### config.mk
export PLATFORM = sky130hd
export DESIGN_NAME = hex_7seg_scan
export DESIGN_NICKNAME = d
export VERILOG_FILES = /design/src/rtl/hex_7seg_scan.sv
export SDC_FILE = /design/constraint.sdc
export NUM_CORES = 1
export LEC_CHECK = 0
export ABC_CLOCK_PERIOD_IN_PS = 4800
export CAP_MARGIN = 5
export CORE_UTILIZATION = 40
export CTS_CLUSTER_DIAMETER = 150
export DETAILED_ROUTE_END_ITERATION = 7
export SLEW_MARGIN = 40
export SYNTH_ARGS = -nofsm -noshare
export SYNTH_HDL_FRONTEND = slang
export SYNTH_SLANG_ARGS = --single-unit
export TNS_END_PERCENT = 1
### constraint.sdc
create_clock -name clk -period 4.8 [get_ports clk]
set_clock_uncertainty 0.1 [all_clocks]
set_input_delay 1.44 -clock clk [delete_from_list [all_inputs] [get_ports clk]]
set_output_delay 1.44 -clock clk [all_outputs]
set_load 0.02 [all_outputs]
### src/rtl/hex_7seg_scan.sv
// rtl/hex_7seg_scan.sv - multiplexed hex 7-segment scanner with shadowed digits, optional LEADING_ZERO_BLANK_EN
module hex_7seg_scan #(
    parameter int NUM_DIGITS = 4,
    parameter int SCAN_DIV   = 50000
) (
    input  logic                    clk,
    input  logic                    reset,
    input  logic                    load,
    input  logic [4*NUM_DIGITS-1:0] value,
    input  logic [NUM_DIGITS-1:0]   dp_in,
    input  logic [NUM_DIGITS-1:0]   digit_en,
    output logic [6:0]              seg,
    output logic                    dp,
    output logic [NUM_DIGITS-1:0]   an,
    output logic                    scan_tick
);

    localparam int CW = (SCAN_DIV > 1) ? $clog2(SCAN_DIV) : 1;
    localparam int IW = (NUM_DIGITS > 1) ? $clog2(NUM_DIGITS) : 1;
    localparam logic [CW-1:0] CNT_LAST = CW'(SCAN_DIV - 1);
    localparam logic [IW-1:0] IDX_LAST = IW'(NUM_DIGITS - 1);

    logic [CW-1:0]           cnt;
    logic [IW-1:0]           idx;
    logic [4*NUM_DIGITS-1:0] shadow_value;
    logic [NUM_DIGITS-1:0]   shadow_dp;

    logic [3:0]            nibble;
    logic                  cur_dp;
    logic                  cur_en;
    logic                  blank;
    logic                  lit;
    logic [NUM_DIGITS-1:0] an_next;
    logic [6:0]            seg_next;
    logic                  dp_next;

    function automatic logic [6:0] hex_pattern(input logic [3:0] n);
        case (n)
            4'h0: hex_pattern = 7'h3F;
            4'h1: hex_pattern = 7'h06;
            4'h2: hex_pattern = 7'h5B;
            4'h3: hex_pattern = 7'h4F;
            4'h4: hex_pattern = 7'h66;
            4'h5: hex_pattern = 7'h6D;
            4'h6: hex_pattern = 7'h7D;
            4'h7: hex_pattern = 7'h07;
            4'h8: hex_pattern = 7'h7F;
            4'h9: hex_pattern = 7'h67;
            4'hA: hex_pattern = 7'h77;
            4'hB: hex_pattern = 7'h7C;
            4'hC: hex_pattern = 7'h39;
            4'hD: hex_pattern = 7'h5E;
            4'hE: hex_pattern = 7'h79;
            default: hex_pattern = 7'h71;
        endcase
    endfunction

    always_comb begin
        nibble = 4'h0;
        cur_dp = 1'b0;
        cur_en = 1'b0;
        for (int i = 0; i < NUM_DIGITS; i++) begin
            if (idx == IW'(i)) begin
                nibble = shadow_value[i*4 +: 4];
                cur_dp = shadow_dp[i];
                cur_en = digit_en[i];
            end
        end
    end

`ifdef LEADING_ZERO_BLANK_EN
    logic [IW-1:0] top_idx;

    // Highest nonzero nibble; all-zero value leaves digit 0 as the top, so it stays lit.
    always_comb begin
        top_idx = '0;
        for (int i = 0; i < NUM_DIGITS; i++) begin
            if (shadow_value[i*4 +: 4] != 4'h0) top_idx = IW'(i);
        end
    end

    assign blank = (idx > top_idx);
`else
    assign blank = 1'b0;
`endif

    assign lit = cur_en && !blank;

    always_comb begin
        an_next  = '1;
        seg_next = 7'h7F;
        dp_next  = 1'b1;
        if (lit) begin
            seg_next = ~hex_pattern(nibble);
            dp_next  = ~cur_dp;
            // First clock of each slot keeps all anodes off to avoid ghosting.
            if (cnt != '0) begin
                for (int i = 0; i < NUM_DIGITS; i++) begin
                    if (idx == IW'(i)) an_next[i] = 1'b0;
                end
            end
        end
    end

    always_ff @(posedge clk) begin
        if (reset) begin
            cnt          <= '0;
            idx          <= '0;
            shadow_value <= '0;
            shadow_dp    <= '0;
            seg          <= 7'h7F;
            dp           <= 1'b1;
            an           <= '1;
            scan_tick    <= 1'b0;
        end else begin
            if (load) begin
                shadow_value <= value;
                shadow_dp    <= dp_in;
            end
            if (cnt == CNT_LAST) begin
                cnt <= '0;
                idx <= (idx == IDX_LAST) ? '0 : idx + 1'b1;
            end else begin
                cnt <= cnt + 1'b1;
            end
            seg       <= seg_next;
            dp        <= dp_next;
            an        <= an_next;
            scan_tick <= (cnt == CNT_LAST);
        end
    end

endmodule

==> results.txt, run 1 <==
The run gives 44 as the number of library cell types mapped by synthesis. The tools report the clock root buffer as sky130_fd_sc_hd__clkbuf_8. Summed over all failing endpoints, the final setup total negative slack is 0 ns. The number of antenna violations at the first check in global routing came out at 0. The non-filler instance count after layout was 361; the net count of the finished layout was 327. The first TritonRoute pass finished after 4 iterations. Hold repair after CTS inserted 0 buffers. The share of synthesized area occupied by flip-flops and latches is 0.423, and the buffer count from post-CTS setup fixing is 0. In this run the cell area of the synthesized design comes to 2410 µm².

The max-slew violation count is 0. The floorplan step set the die width to 79.7 µm. The clock tree synthesis step divided the H-tree into 2 levels. The startpoint type of the worst setup path was an input pin. The run gives 557 as the count of fill cells added during filler insertion.

VDD sags by at most 0.216 mV. Setup repair after global routing left no endpoint under its margin. By instance count, the leading cell after synthesis is sky130_fd_sc_hd__dfxtp_1. Counting every sink on the clock net gives 51. The number of endpoints with negative hold slack in the final report is 0, and the synthesis-to-layout area growth is 22.2%.

Dividing the detail-routed wire length by the instance count gives 12.8 µm. Max-cap violations in this run came to 0. The first global-routing pass estimated 7870 µm of wire.

Synthesized netlist cell count: 251. For the total congestion overflow after global routing, the log shows 0. During I/O placement, the number of pins put on the boundary was 40. The synthesized design spends more area on one cell type than any other, namely sky130_fd_sc_hd__dfxtp_1.

The tools report the number of resized instances in the post-cts repair step as 0. The flow ran to the end, and the final reports show no timing, DRC or antenna violations. At the end of routability-driven placement, the weighted congestion stood at 0.737. The highest attainable clock frequency is 0.315 GHz, and the via count of the first global-routing pass is 1639.

Input and output buffers added on the ports amount to 39. For the pin with the worst max-slew slack, the measured transition is 0.738 ns. The required time at the worst-slack endpoint came out at 4.85 ns.

The post-detailed-route via-to-cell ratio was 4.88; the synthesis warning total was 0. The run gives 0.161 as the global-route usage over all layers. For the floorplan row count, the log shows 27. The highest fanout seen on the critical path was 15. The worst slew slack as a fraction of its limit is 0.508, and the post-detailed-route DRC marker count is 0. TritonCTS built the clock tree. The number of placed instances, taps included, is 353. The number of synthesized flops with an enable pin was 0. Measured along the y axis, the die boundary spans 79.7 µm. The data arrival time of the critical path was 3.23 ns.

A synthesized cell averages 9.62 µm². Placeable core region: 5680 µm². The fraction of synthesis flops using an asynchronous set or reset pin was 0. Predominant post-synthesis flop cell: sky130_fd_sc_hd__dfxtp_1. The setup path with the least slack is of type in -> reg. The tools report the largest buffer count on any clock path as 2. For this block, the initial DRC count from the detailed router was 52. Share of the clock period used by the worst path: 0.661. The tools report the initial core utilization as 0.425. The synthesized flop and latch total works out to 51. Aggregate routed wire length: 4610 µm. The portion of synthesized cell area occupied by the leading cell type is 0.423, and the post-synth net total is 290. The pin count of the biggest net entering global routing was 21. For the count of final setup violators, the log shows 0. The run gives 6350 µm² as the die footprint.

The type of the most critical hold path was reg -> reg. For this design the static power due to leakage is 1.16 nW. The worst path in the final design needs a cycle of 3.17 ns, including I/O delays and setup.

TritonCTS created 5 clock buffers. 0 antenna diodes ended up in the layout. In this run the power density over the cells is 277 nW/µm². Yosys attributes the largest share of cell area to sky130_fd_sc_hd__dfxtp_1 42%, sky130_fd_sc_hd__mux2i_1 10%, sky130_fd_sc_hd__nor2_1 6.8%.

The logs give 0.30 ns for the clock network latency to the later pin of the worst-skew pair and 0 for the number of nets still failing antenna checks after routing. The clock-pin slew on the worst setup and hold paths came out at 0.08 ns. STA classifies the critical path endpoint as a register.

The post-detailed-placement half-perimeter wirelength is 3400 µm. Counting instances in the post-synthesis netlist gives the leading cell types as 51 x sky130_fd_sc_hd__dfxtp_1, 44 x sky130_fd_sc_hd__nor2_1, 24 x sky130_fd_sc_hd__mux2i_1, 19 x sky130_fd_sc_hd__nand2_1. The internal reg-to-reg setup slack is 1.68 ns. The detailed router placed 1763 vias in this run. The ratio of cells with drive above 1 in the final layout came out at 0.0657.
==> critical path: stages <==
cell                              delay [ns]
sky130_fd_sc_hd__clkdlybuf4s50_1        0.72
sky130_fd_sc_hd__o41ai_4                0.71
sky130_fd_sc_hd__and2_1                 0.28
sky130_fd_sc_hd__nand2_1                0.07
==> cell type report <==
cell class	instances	area, µm²	share of cell area
repair buffers	41	405	0.137
multi-input cells	177	1290	0.437
inverters	12	45.0	0.0153
well taps	72	90.1	0.0305
clock buffers	8	100	0.0339
flip-flops and latches	51	1020	0.346
==> layer usage <==
metal	part of all wire	vias up	global-route usage
met4	0.0082	0	0.0436
met2	0.46	30	0.252
met3	0.028	4	0.0354
li1	-	929	-
met1	0.50	800	0.221
met5	0	-	0
==> cells by family after synthesis <==
| kind of cell | share of synthesized area |
|---|---|
| buffers and inverters | 0.0435 |
| AO/OA/AOI/OAI | 0.105 |
| adder cells (fa/ha/maj) | 0.0622 |
| flip-flops | 0.423 |
| multiplexers | 0.114 |
| AND/OR/NAND/NOR | 0.202 |
| XOR/XNOR | 0.0508 |
==> cell usage in the layout (no fill, tap or decap), types with 2 or more instances in the layout <==
cell type                         Yosys  final
sky130_fd_sc_hd__dfxtp_1             51     51
sky130_fd_sc_hd__nor2_1              44     44
sky130_fd_sc_hd__clkdlybuf4s50_1      0     39
sky130_fd_sc_hd__mux2i_1             24     24
sky130_fd_sc_hd__nand2_1             19     19
sky130_fd_sc_hd__inv_1               12     12
sky130_fd_sc_hd__ha_1                12     12
sky130_fd_sc_hd__nand3_1              8      8
sky130_fd_sc_hd__xor2_1               8      8
sky130_fd_sc_hd__clkbuf_8             0      7
sky130_fd_sc_hd__xnor2_1              6      6
sky130_fd_sc_hd__o21ai_0              4      4
sky130_fd_sc_hd__a21oi_1              3      3
sky130_fd_sc_hd__and3_1               3      3
sky130_fd_sc_hd__nand2b_1             3      3
sky130_fd_sc_hd__nand3b_1             3      3
sky130_fd_sc_hd__o211ai_1             3      3
sky130_fd_sc_hd__a221oi_1             2      2
sky130_fd_sc_hd__o31ai_1              2      2
sky130_fd_sc_hd__and4_1               2      2
sky130_fd_sc_hd__nor3_1               2      2
sky130_fd_sc_hd__nand4_1              2      2
sky130_fd_sc_hd__a2bb2o_4             2      2
sky130_fd_sc_hd__a211oi_1             2      2
sky130_fd_sc_hd__nor3b_1              2      2
sky130_fd_sc_hd__a221oi_4             2      2
sky130_fd_sc_hd__and2_1               2      2
sky130_fd_sc_hd__o221ai_1             2      2
sky130_fd_sc_hd__mux2_2               2      2
sky130_fd_sc_hd__buf_4                0      2
==> registers in the layout, indices dropped and copies added, names as in the netlist <==
name / cells
cnt: 16
shadow_value: 16
seg: 7
an: 4
shadow_dp: 4
idx: 2
dp: 1
scan_tick: 1
==> power breakdown <==
group	switching (mW)	internal, mW	leakage (nW)
clock	0.132	0.132	0.0515
combinational	0.0472	0.0559	0.687
sequential	0.00887	0.439	0.418
==> worst paths after layout <==
path / from / to / cells past startpoint
setup / recovery: reset / an[3]$_SDFF_PP1_ / 4
hold / removal: cnt[0]$_SDFF_PP0_ / cnt[0]$_SDFF_PP0_ / 1
setup reg to reg: idx[0]$_SDFFE_PP0P_ / seg[3]$_SDFF_PP1_ / 10
hold reg to reg: cnt[0]$_SDFF_PP0_ / cnt[0]$_SDFF_PP0_ / 1
==> per-stage QoR <==
stage               setup WS [ns]  cell area [µm²]   util  hold slack [ns]  power, mW
floorplan                    2.12             2410      -            0.338      0.520
global placement             1.31             2850  0.502            0.359      0.562
detailed placement           1.29             2850  0.502            0.361      0.562
CTS                          1.60             2950  0.520            0.387      0.828
global route                 1.39             2950  0.520            0.410      0.855
finish                       1.63             2950  0.520            0.383      0.815
Note: power is estimated with default switching activity, not from simulation.
==> inputs of run 2 (changes only) <==
- ABC_CLOCK_PERIOD_IN_PS: 4800 -> 3300
- clock period: 4.8 -> 3.3 ns (I/O delays scaled with it)
==> run 2 against run 1 <==
Effect of this change:
- final cell count up 1.1%
- utilization up 0.29 points
- cell area up 0.55%
- register-to-register slack worse by 1.2 ns
- worst setup slack worse by 1.1 ns
- via count up 2.4%
- combinational power up 49%
- largest cell class unchanged
- highest routed layer unchanged
==> results.txt, run 2 (same netlist as run 1, synthesis figures left out) <==
The flow ran to the end, and the final reports show no timing, DRC or antenna violations. The count of routing violations after the opening detailed-route iteration was 40 (-23%). Max-cap violation count: 0 (unchanged). The data arrival time of the critical path is 2.87 ns (-0.36 ns), and the number of optimization iterations in the first detailed-route pass is 4 (unchanged).

Standby leakage power: 1.17 nW (+1.1%). The required time at the worst-slack endpoint is 3.39 ns (-1.46 ns), and the count of hold buffers inserted by post-cts repair is 0 (unchanged). The last weighted congestion value of the routability-driven placer was 0.794 (+7.8%). TritonCTS built the clock tree. Setup repair after global routing left no endpoint under its margin. The I/O pin count was 40 (unchanged); the buffer count from post-CTS setup fixing was 0 (unchanged).

The tools report the number of endpoints with negative hold slack in the final report as 0 (unchanged). The antenna diode count is 0 (unchanged). The library cell contributing the largest single delay on the critical path is sky130_fd_sc_hd__o31ai_2.

The logs give 0 (unchanged) for the max-slew violation count and 0.425 (unchanged) for the initial core utilization. Broken down by cell family, the worst path's largest delay share belongs to adder cells. For the number of resized instances in the post-cts repair step, the log shows 0 (unchanged).

The tools report the clock network latency to the later pin of the worst-skew pair as 0.30 ns (about the same). The number of placed cells counting well taps came out at 357 (+1.1%). Leaving out fill and tap cells, the most frequent cells in the layout are 51 x sky130_fd_sc_hd__dfxtp_1, 44 x sky130_fd_sc_hd__nor2_1, 39 x sky130_fd_sc_hd__clkdlybuf4s50_1. The total cell area at the placement stage was 2880 µm² (+1.1%). The signal on the critical path passes through inv_1 > ha_1 > nor2b_1 > a221oi_1 > o31ai_2 > inv_1 > ha_1 > mux2_2 > nor2_1 > o31ai_1. The logs give 1696 (+3.5%) for the via count of the first global-routing pass and 4780 µm (+3.8%) for the aggregate routed wire length. The smallest clock period supported by the final layout is computed as 2.78 ns.

The clock-pin slew on the worst setup and hold paths is 0.08 ns (about the same), and the highest attainable clock frequency is 0.359 GHz. The tools report the placeable core region as 5680 µm² (unchanged). By startpoint and endpoint, the worst setup path is classified as reg -> reg. The die footprint is 6350 µm² (unchanged), and the peak per-stage delay on the critical path is 0.40 ns (-0.32 ns). The largest buffer count on any clock path is 2 (unchanged), and the power density over the cells is 388 nW/µm² (+40%).

The synthesis-to-layout area growth works out to 22.9%. The largest registers in the layout are cnt x16, shadow_value x16, seg x7. The chip height was 79.7 µm (unchanged). Floorplan row count: 27 (unchanged).

The die boundary width was 79.7 µm (unchanged); the number of antenna violations at the first check in global routing was 0 (unchanged). For the number of CTS-inserted buffers, the log shows 5 (unchanged). The global-route usage over all layers is 0.166 (+0.00549). The tools report the element type at the critical path end as a register. The pin count of the biggest net entering global routing is 22 (+4.8%). The mean routed wirelength per cell came out at 13.1 µm (+2.6%). The worst vdd rail ir drop was 0.257 mV (+19%); the area of all placed cells without fillers was 2970 µm² (+0.55%). For the via count, the log shows 1805 (+2.4%).

The path class of the tightest hold or removal check is reg -> reg. The tools report the TritonCTS sink count as 51 (unchanged). The run gives 1.15 mW (+41%) as the post-layout total power. Highest fanout seen on the critical path: 12 (-3). The buffering stage count on the worst path with inverters included was 2 (+1); the count of buffers inserted at the top-level ports was 39 (unchanged). The pin slew with the least headroom to its limit came out at 0.493 ns (-0.245 ns).

The clock root buffer is sky130_fd_sc_hd__clkbuf_8. The setup total negative slack is 0 ns (unchanged), and the non-filler instance count after layout is 365 (+1.1%). The post-detailed-route DRC marker count is 0 (unchanged), and the first-pass GRT wire length is 8140 µm (+3.4%).

The net count of the finished layout came out at 331 (+1.2%). The post-detailed-placement half-perimeter wirelength is 3600 µm (+6.0%). The number of nets still failing antenna checks after routing was 0 (unchanged).

The count of final setup violators was 0 (unchanged). The post-detailed-route via-to-cell ratio is 4.95 (+1.3%). Worst slew slack as a fraction of its limit: 0.668 (+0.160). The share of the clock period used by the worst path works out to 0.843. The total congestion overflow after global routing is 0 (unchanged). The ratio of cells with drive above 1 in the final layout is 0.0785 (+0.0128), and the H-tree depth is 2 (unchanged). STA classifies the critical path startpoint as a register. The library cell used most frequently in the layout, excluding fill and tap cells, is sky130_fd_sc_hd__dfxtp_1.
run 2: changes by cell type in the layout (fill, tap and decap cells not counted):
| cell | change |
|---|---|
| sky130_fd_sc_hd__buf_4 | +4 |
| sky130_fd_sc_hd__clkbuf_8 | -2 |
| sky130_fd_sc_hd__clkbuf_1 | +1 |
| sky130_fd_sc_hd__clkinv_2 | +1 |
| sky130_fd_sc_hd__o31ai_1 | -1 |
| sky130_fd_sc_hd__o31ai_2 | +1 |
run 2: path summary, 6_finish.rpt:
kind	slack, ns	end	start	depth (start not counted)
hold reg to reg	0.37	cnt[0]$_SDFF_PP0_	cnt[0]$_SDFF_PP0_	1
hold / removal	0.37	cnt[0]$_SDFF_PP0_	cnt[0]$_SDFF_PP0_	1
setup reg to reg	0.52	seg[3]$_SDFF_PP1_	idx[1]$_SDFFE_PP0P_	10
setup / recovery	0.52	seg[3]$_SDFF_PP1_	idx[1]$_SDFFE_PP0P_	10
run 2: per-layer routing:
metal | GRT usage | up-vias | wire length [µm]
met2 | 0.264 | 30 | 2130
li1 | - | 939 | -
met3 | 0.0309 | 5 | 146
met5 | 0 | - | 0
met1 | 0.228 | 831 | 2460
met4 | 0.0491 | 0 | 46
run 2: area by class of cell:
| class | count | area, µm² |
|---|---|---|
| Timing Repair Buffer | 45 | 435 |
| Clock buffer | 7 | 76.3 |
| Fill cell | 531 | 2710 |
| Tap cell | 72 | 90.1 |
| Inverter | 12 | 45.0 |
| Sequential cell | 51 | 1020 |
| Multi-Input combinational cell | 177 | 1290 |
| Clock inverter | 1 | 5.00 |
run 2: metrics by stage:
step,hold WS (ns),utilization,worst slack [ns]
2_1_floorplan,0.338,-,0.617
3_3_place_gp,0.358,0.507,0.505
3_5_place_dp,0.361,0.507,0.357
4_1_cts,0.382,0.522,0.327
5_1_grt,0.415,0.522,0.209
6_report,0.374,0.522,0.518
run 2: power by group:
| part | switching, mW | total [mW] | internal [mW] |
|---|---|---|---|
| Clock | 0.196 | 0.346 | 0.149 |
| Combinational | 0.0693 | 0.153 | 0.0833 |
| Sequential | 0.0140 | 0.653 | 0.639 |
